File: src/rtl/insn_loader.sv
// Framed host-byte to 32-bit instruction word loader feeding the MC instruction FIFO.
// Optional trailing XOR checksum byte enabled by defining INSN_LOADER_CHECKSUM_EN.
module insn_loader #(
  parameter logic [7:0]  SYNC_BYTE = 8'hA5,
  parameter int unsigned LEN_W     = 8
) (
  input  logic             clk,
  input  logic             rst,
  input  logic [7:0]       s_data,
  input  logic             s_valid,
  output logic             s_ready,
  input  logic             fifo_full,
  output logic             fifo_wr,
  output logic [31:0]      fifo_din,
  output logic             prog_en,
  output logic             frame_done,
  output logic             err_csum,
  output logic [LEN_W-1:0] word_count
);

`ifdef INSN_LOADER_CHECKSUM_EN
  typedef enum logic [1:0] {IDLE, LEN, DATA, CSUM} state_t;
`else
  typedef enum logic [1:0] {IDLE, LEN, DATA} state_t;
`endif

  state_t           state, state_n;
  logic [LEN_W-1:0] len, len_n;
  logic [LEN_W-1:0] word_count_n, wc_inc;
  logic [1:0]       byte_idx, byte_idx_n;
  logic [31:0]      word_buf, word_buf_n;
  logic [31:0]      fifo_din_n;
  logic             pending, pending_n;
  logic             fifo_wr_n, frame_done_n, prog_en_n;
  logic             accept, emit;
`ifdef INSN_LOADER_CHECKSUM_EN
  logic [7:0]       acc, acc_n;
  logic             err_n;
`endif

  // s_ready is a pure function of state so it never loops back through s_valid
  assign s_ready = !pending;
  assign accept  = s_valid && !pending;
  assign wc_inc  = word_count + 1'b1;

  always_ff @(posedge clk) begin
    if (rst) begin
      state      <= IDLE;
      len        <= '0;
      word_count <= '0;
      byte_idx   <= '0;
      word_buf   <= '0;
      fifo_din   <= '0;
      pending    <= 1'b0;
      fifo_wr    <= 1'b0;
      frame_done <= 1'b0;
      prog_en    <= 1'b0;
`ifdef INSN_LOADER_CHECKSUM_EN
      acc        <= '0;
      err_csum   <= 1'b0;
`endif
    end else begin
      state      <= state_n;
      len        <= len_n;
      word_count <= word_count_n;
      byte_idx   <= byte_idx_n;
      word_buf   <= word_buf_n;
      fifo_din   <= fifo_din_n;
      pending    <= pending_n;
      fifo_wr    <= fifo_wr_n;
      frame_done <= frame_done_n;
      prog_en    <= prog_en_n;
`ifdef INSN_LOADER_CHECKSUM_EN
      acc        <= acc_n;
      err_csum   <= err_n;
`endif
    end
  end

`ifndef INSN_LOADER_CHECKSUM_EN
  assign err_csum = 1'b0;
`endif

  always_comb begin
    state_n      = state;
    len_n        = len;
    word_count_n = word_count;
    byte_idx_n   = byte_idx;
    word_buf_n   = word_buf;
    fifo_din_n   = fifo_din;
    pending_n    = pending;
    fifo_wr_n    = 1'b0;
    frame_done_n = 1'b0;
    prog_en_n    = frame_done ? 1'b0 : prog_en;
    emit         = 1'b0;
`ifdef INSN_LOADER_CHECKSUM_EN
    acc_n        = acc;
    err_n        = err_csum;
`endif
    unique case (state)
      IDLE: begin
        if (accept && s_data == SYNC_BYTE) begin
          word_count_n = '0;
          prog_en_n    = 1'b1;
          state_n      = LEN;
`ifdef INSN_LOADER_CHECKSUM_EN
          acc_n        = '0;
          err_n        = 1'b0;
`endif
        end
      end
      LEN: begin
        if (accept) begin
          len_n      = LEN_W'(s_data);
          byte_idx_n = '0;
          if (s_data == 8'd0) begin
`ifdef INSN_LOADER_CHECKSUM_EN
            state_n      = CSUM;
`else
            frame_done_n = 1'b1;
            state_n      = IDLE;
`endif
          end else begin
            state_n = DATA;
          end
        end
      end
      DATA: begin
        // A pending word is released on the first edge that sees the FIFO not full
        if (pending) begin
          if (!fifo_full) begin
            fifo_din_n = word_buf;
            emit       = 1'b1;
          end
        end else if (accept) begin
          word_buf_n = {s_data, word_buf[31:8]};
          byte_idx_n = byte_idx + 2'd1;
`ifdef INSN_LOADER_CHECKSUM_EN
          acc_n      = acc ^ s_data;
`endif
          if (byte_idx == 2'd3) begin
            if (fifo_full) begin
              pending_n = 1'b1;
            end else begin
              fifo_din_n = {s_data, word_buf[31:8]};
              emit       = 1'b1;
            end
          end
        end
      end
`ifdef INSN_LOADER_CHECKSUM_EN
      CSUM: begin
        if (accept) begin
          err_n        = (s_data != acc);
          frame_done_n = 1'b1;
          state_n      = IDLE;
        end
      end
`endif
      default: state_n = IDLE;
    endcase

    if (emit) begin
      fifo_wr_n    = 1'b1;
      pending_n    = 1'b0;
      word_count_n = wc_inc;
      if (wc_inc == len) begin
`ifdef INSN_LOADER_CHECKSUM_EN
        state_n      = CSUM;
`else
        frame_done_n = 1'b1;
        state_n      = IDLE;
`endif
      end
    end
  end

endmodule

File: config.mk
export PLATFORM = sky130hd
export DESIGN_NAME = insn_loader
export DESIGN_NICKNAME = d
export VERILOG_FILES = /design/src/rtl/insn_loader.sv
export SDC_FILE = /design/constraint.sdc
export NUM_CORES = 1
export LEC_CHECK = 0
export CORE_MARGIN = 2
export CORE_UTILIZATION = 50
export DETAILED_ROUTE_END_ITERATION = 8
export PLACE_DENSITY_LB_ADDON = 0.15
export SYNTH_ARGS = -nofsm -noshare
export SYNTH_HDL_FRONTEND = slang
export SYNTH_SLANG_ARGS = --single-unit
File: constraint.sdc
create_clock -name clk -period 2.3 [get_ports clk]
set_input_delay 0.46 -clock clk [delete_from_list [all_inputs] [get_ports clk]]
set_output_delay 0.46 -clock clk [all_outputs]
set_load 0.005 [all_outputs]
# [After elaboration in Yosys (flattened, before gate mapping)]
# Index checks and enable logic that the tools add are counted.
[word_totals] wordCells=75 regBits=88
[op_classes] reduce_logical=16 muxes=36 n_eq_ne=10 addsub=2 n_bitwise=1
[ops] operator="32-bit 2-to-1 mux" n=5
[ops] operator="8-bit 2-to-1 mux" n=3
[ops] operator="1-bit 2-to-1 mux" n=18
[ops] operator="2-bit 2-to-1 mux" n=8
[ops] operator="2-bit nonzero test" n=5
[ops] operator="8-bit by 1-bit adder with 8-bit output (second input constant)" n=1
[ops] operator="8-bit == test" n=1
[ops] operator="8-bit == test (second input constant)" n=1
[ops] operator="8-bit zero test" n=1
[ops] operator="2-bit != test (second input constant)" n=4
[ops] operator="2-bit case mux with 3 select lines" n=1
[ops] operator="5-bit AND reduction" n=1
[ops] operator="2-bit == test (second input constant)" n=2
[ops] operator="2-bit case mux with 2 select lines" n=1
[ops] operator="2-bit AND reduction" n=2
[ops] operator="4-bit AND reduction" n=1
[ops] operator="3-bit != test (second input constant)" n=1
[ops] operator="3-bit AND reduction" n=1
[ops] operator="2-bit by 1-bit adder with 2-bit output (second input constant)" n=1
[ops] operator="2-bit by 1-bit == test with 1-bit output (second input constant)" n=1
[ops] operator="1-bit logical AND" n=2
[ops] operator="2-bit zero test" n=1
[ops] operator="2-bit OR reduction" n=1
[ops] operator="1-bit zero test" n=1
[ops] operator="1-bit NOT" n=1

# [Depth between registers and ports, before layout]
[depth] word_depth=7 mapped_depth=8 depth_no_buf=7

# [Least setup slack after synthesis]
# Ideal clock, no wire load.
[synth_path] path_type="flip-flop to flip-flop" from="register word_count[3]" to="register frame_done" n_path_buf=2 t_arrival_ps=1748 period_less_slack_ps=1819 slack_ps=481 path_stages_with_launch=9 setup_ps=70 cell_sequence="dfxtp_1 > buf_4 > and4_1 > buf_4 > nand3b_4 > a2111oi_4 > nand3_1 > or3_1 > a21oi_1"
[synth_via] elab_chain_len=4
[synth_rtl] element="from (decl)" line="18" source="output logic [LEN_W-1:0] word_count"
[synth_rtl] element="from (signal assigned)" line="65" source="word_count <= word_count_n;"
[synth_rtl] element="8-bit by 1-bit adder with 8-bit output" line="44" source="assign wc_inc = word_count + 1'b1;"
[synth_rtl] element="8-bit == test" line="167" source="if (wc_inc == len) begin"
[synth_rtl] element="1-bit 2-to-1 mux" line="167"
[synth_rtl] element="1-bit 2-to-1 mux" line="163" source="if (emit) begin"
[synth_rtl] element="to (signal assigned)" line="71" source="frame_done <= frame_done_n;"
[synth_rtl] element="to (decl)" line="16" source="output logic frame_done,"
# No other way between the ends.
# A chain may end at the register's enable or synchronous reset.

# [Worst setup path in the final report]
[layout_path] from="register word_count[0]" to="register frame_done"
# Same word-level chain as after synthesis.

==> summary.txt <==
=================================================================================
Ports placed on the boundary                                                   57
Length in cells of the worst reg-to-reg path                                    7
Diodes inserted                                                                 0
Final routed wire length divided by cell count                           14.47 um
Cells taking the most area after synthesis                           sky130_fd_sc_hd__dfxtp_1 (47%), sky130_fd_sc_hd__nand2_1 (9.1%), sky130_fd_sc_hd__mux2i_1 (8.6%)
Worst-path cell chain                                                ha_1, and3_1, xnor2_1, o32ai_1, a21oi_1, or3_1, a21oi_1
Number of enable flip-flop cells after synthesis                                0
R2r endpoint                                                         frame_done$_SDFF_PP0_
Max Clock Skew                                                        0.008363 ns
Library cell occupying the most area in the post-synthesis netlist   sky130_fd_sc_hd__dfxtp_1
Clock tree from TritonCTS                                                   built
Power share of the sequential group                                         0.564
Slew margin rel.                                                           0.6299
Tmin final                                                               2.110 ns
Hold violation total from the final report                                      0
Dominant cell type by count on the critical path                     sky130_fd_sc_hd__a21oi_1
Final setup margin                                                      0.1896 ns
CP Capture Type                                                              flop
Gpl congestion                                                             0.8158
Count of clock tree sinks                                                      88
Chip Height                                                              90.50 um
Synthesis warning total                                                         0
WHS Endpoint                                                         word_buf[2]$_SDFFE_PP0P_
DRC viols                                                                       0
Leading cell type by number of instances after synthesis             sky130_fd_sc_hd__nand2_1
Post-Synthesis Cell Area                                             0.003741 mm^2
Final period utilization                                                   0.9175
Hold path cells                                                                 2
Buffer count from post-CTS setup fixing                                         0
Synth async-reset ratio                                                         0
Drt total wl                                                             8.725 mm
DP Worst Slack                                                        0.004514 ns
Number of nets in the layout                                                  513
Clock transition at path regs                                             0.09 ns
Effective utilization at floorplan                                         0.5158
Aggregate global routing overflow                                               0
Endpoints failing setup                                                         0
Required time of the critical path                                        2.59 ns
Mean Syn Cell Area                                                     8.369 um^2
Total of flip-flops plus latches after synthesis                               88
Count of vias placed by the detailed router                                  3209
Insertion delay to the later sink of the worst-skew pair                  0.36 ns
Maximum frequency from static timing analysis                           473.9 MHz
Critical Path Slowest Stage Cell                                     sky130_fd_sc_hd__dfxtp_1
Hold_sp                                                              word_buf[2]$_SDFFE_PP0P_
Area growth syn-to-layout                                                  25.05%
Sw frac                                                                    0.2234
First-pass iteration count of the detailed router                               4
Post-DR vias/cell                                                           5.322
HPWL after detailed placement                                            6.080 mm
Actual transition at the worst max-transition pin                       0.5551 ns
Total negative setup slack                                                   0 ns
Synth Net Count                                                               461
Portion of synthesized cell area occupied by the leading cell type         0.4709
Placed standard-cell area                                            0.004474 mm^2
Commonest cells in the synthesized netlist                           sky130_fd_sc_hd__nand2_1 (91), sky130_fd_sc_hd__dfxtp_1 (88), sky130_fd_sc_hd__a21oi_1 (56)
Critical path arrival                                                     2.40 ns
Core area                                                            0.007253 mm^2
Switching power total                                                   0.6034 mW
Number of instances in the synthesized netlist                                447
Cell area after layout                                               0.004678 mm^2
Number of unique standard cell types used by synthesis                         37
Worst reg2reg setup slack                                                 0.19 ns
Dominant synthesized flop cell                                       sky130_fd_sc_hd__dfxtp_1
Cts bufs inserted                                                               9
Unrepaired setup endpoints after global routing                             false
Number of core rows                                                            31
Critical Path Max Stage Delay                                             0.49 ns
Count of cells resized by post-cts repair                                       0
Global-route wire length before repair                                   14.56 mm
Clock network fraction of design power                                      0.406
LEAKAGE                                                                  1.484 nW
CTS H-Tree Depth                                                                3
Initial detailed-routing violation count                                      141
Startpoint of the lowest-slack register-to-register path             word_count[0]$_SDFFE_PP0P_
Number of nets with antenna violations after routing                            0
Outcome                                                              finished clean
Count of buffers inserted at the top-level ports                               55
Startpoint-to-endpoint class of the critical path                    flop to flop
All-layer global routing usage                                             0.2207
Buffer depth of the longest clock path                                          2
Element type at the critical path start                                      flop
Power share of the combinational group                                      0.030
Worst Path Max Fanout                                                           8
Antenna violations before repair                                                0
Int Pwr                                                                  2.098 mW
CTS root buffer                                                      sky130_fd_sc_hd__clkbuf_8
Vias in the first global route                                               2892
Fraction of layout cells with a size suffix above 1                       0.08135
Hold buffer count at cts                                                        0
VDD IR max                                                              0.3362 mV
Count of max-cap constraint violations                                          0
Share of the yosys chip area belonging to registers                        0.4709
Max-slew violation count                                                        0
Pin count of the biggest net entering global routing                           68
Floorplan die width                                                      90.50 um
Cell Pwr Density                                                     577.4 mW/mm^2
Min-delay worst type                                                 flop to flop
Die area                                                             0.008190 mm^2
=================================================================================
[final cells by class]
type / instances / area [um^2]
fillers: 662 / 2575
multi-input cells: 323 / 1834
flip-flops and latches: 88 / 1763
repair buffers: 75 / 745.7
clock buffers: 11 / 141.4
well taps: 99 / 123.9
clock inverters: 5 / 62.56
inverters: 2 / 7.507
[state kept, by name (all words and copies together), names as in the netlist]
register	flops
frame_done	1
fifo_wr	1
fifo_din	32
byte_idx	2
word_count	8
state	2
prog_en	1
len	8
pending	1
word_buf	32
[worst max-delay path: cells and delay by family (launching register included)]
family          cells  cell delay [ns]
fa+ha+maj           1             0.29
xor+xnor            1             0.08
compound gates      3             0.53
simple gates        2             0.65
flops               1             0.49
[through the flow]
step	power [mW]	hold WS, ns	std cells	utilization
after floorplan	1.590	0.4360	447	-
after global placement	1.640	0.4422	587	0.6169
after detailed placement	1.640	0.4463	587	0.6169
after CTS	2.731	0.4597	603	0.6450
after global routing	2.792	0.4762	603	0.6450
final	2.701	0.4585	603	0.6450
[worst max-delay path by stage]
stage | slack (ns) | cells past startpoint | from | to
4_1_cts | 0.21 | 7 | word_count[0]$_SDFFE_PP0P_ | frame_done$_SDFF_PP0_
3_5_place_dp | 0.005 | 7 | s_valid | frame_done$_SDFF_PP0_
2_1_floorplan | 0.48 | 8 | word_count[3]$_SDFFE_PP0P_ | frame_done$_SDFF_PP0_
6_report | 0.19 | 7 | word_count[0]$_SDFFE_PP0P_ | frame_done$_SDFF_PP0_
3_3_place_gp | 0.06 | 7 | s_valid | frame_done$_SDFF_PP0_
5_1_grt | 0.03 | 7 | word_count[0]$_SDFFE_PP0P_ | frame_done$_SDFF_PP0_
[power by group through the flow]
| stage | clock (mW) | combinational (mW) | sequential [mW] |
|---|---|---|---|
| 6_report | 1.10 | 0.0821 | 1.52 |
| 5_1_grt | 1.18 | 0.0883 | 1.52 |
| 4_1_cts | 1.13 | 0.0822 | 1.52 |
| 3_5_place_dp | 0 | 0.0819 | 1.56 |
| 3_3_place_gp | 0 | 0.0818 | 1.56 |
| 2_1_floorplan | 0 | 0.0320 | 1.56 |
[routing by layer]
metal  part of all wire  vias to the layer above  track usage
met4              0.013                        0      0.08077
met3              0.053                       10      0.04007
met1               0.49                     1487       0.3234
met2               0.44                       68       0.3240
met5                  0                        -            0
li1                   -                     1644            -
[cell usage in the layout, fill, tap and decap left out, types with 3 or more instances in the layout]
cell type                         Yosys  layout
sky130_fd_sc_hd__nand2_1             91      91
sky130_fd_sc_hd__dfxtp_1             88      87
sky130_fd_sc_hd__a21oi_1             56      56
sky130_fd_sc_hd__clkdlybuf4s50_1      0      54
sky130_fd_sc_hd__nor2_1              50      49
sky130_fd_sc_hd__mux2i_1             32      32
sky130_fd_sc_hd__a211oi_1            32      32
sky130_fd_sc_hd__buf_4                4      16
sky130_fd_sc_hd__clkbuf_8             0      10
sky130_fd_sc_hd__xnor2_1              7       7
sky130_fd_sc_hd__nand3_1              6       6
sky130_fd_sc_hd__nor3_1               7       6
sky130_fd_sc_hd__o21ai_0              5       5
sky130_fd_sc_hd__nand2b_1             4       4
sky130_fd_sc_hd__buf_12               0       4
sky130_fd_sc_hd__nor2b_1              3       3
sky130_fd_sc_hd__and2_1               3       3
sky130_fd_sc_hd__nor4_1               3       3
sky130_fd_sc_hd__xor2_1               3       3
[cell families (layout without fill, tap and decap cells)]
kind of cell	count (synthesis)	count (layout)	share of synthesized area
compound gates	101	101	0.1679
xor+xnor	10	10	0.02341
fa+ha+maj	2	2	0.006688
buf+inv	36	93	0.04080
flops	88	88	0.4709
mux	32	32	0.08562
other cells	1	1	0.001002
simple gates	177	177	0.2037
No activity file was read; power rests on OpenSTA's default activity.
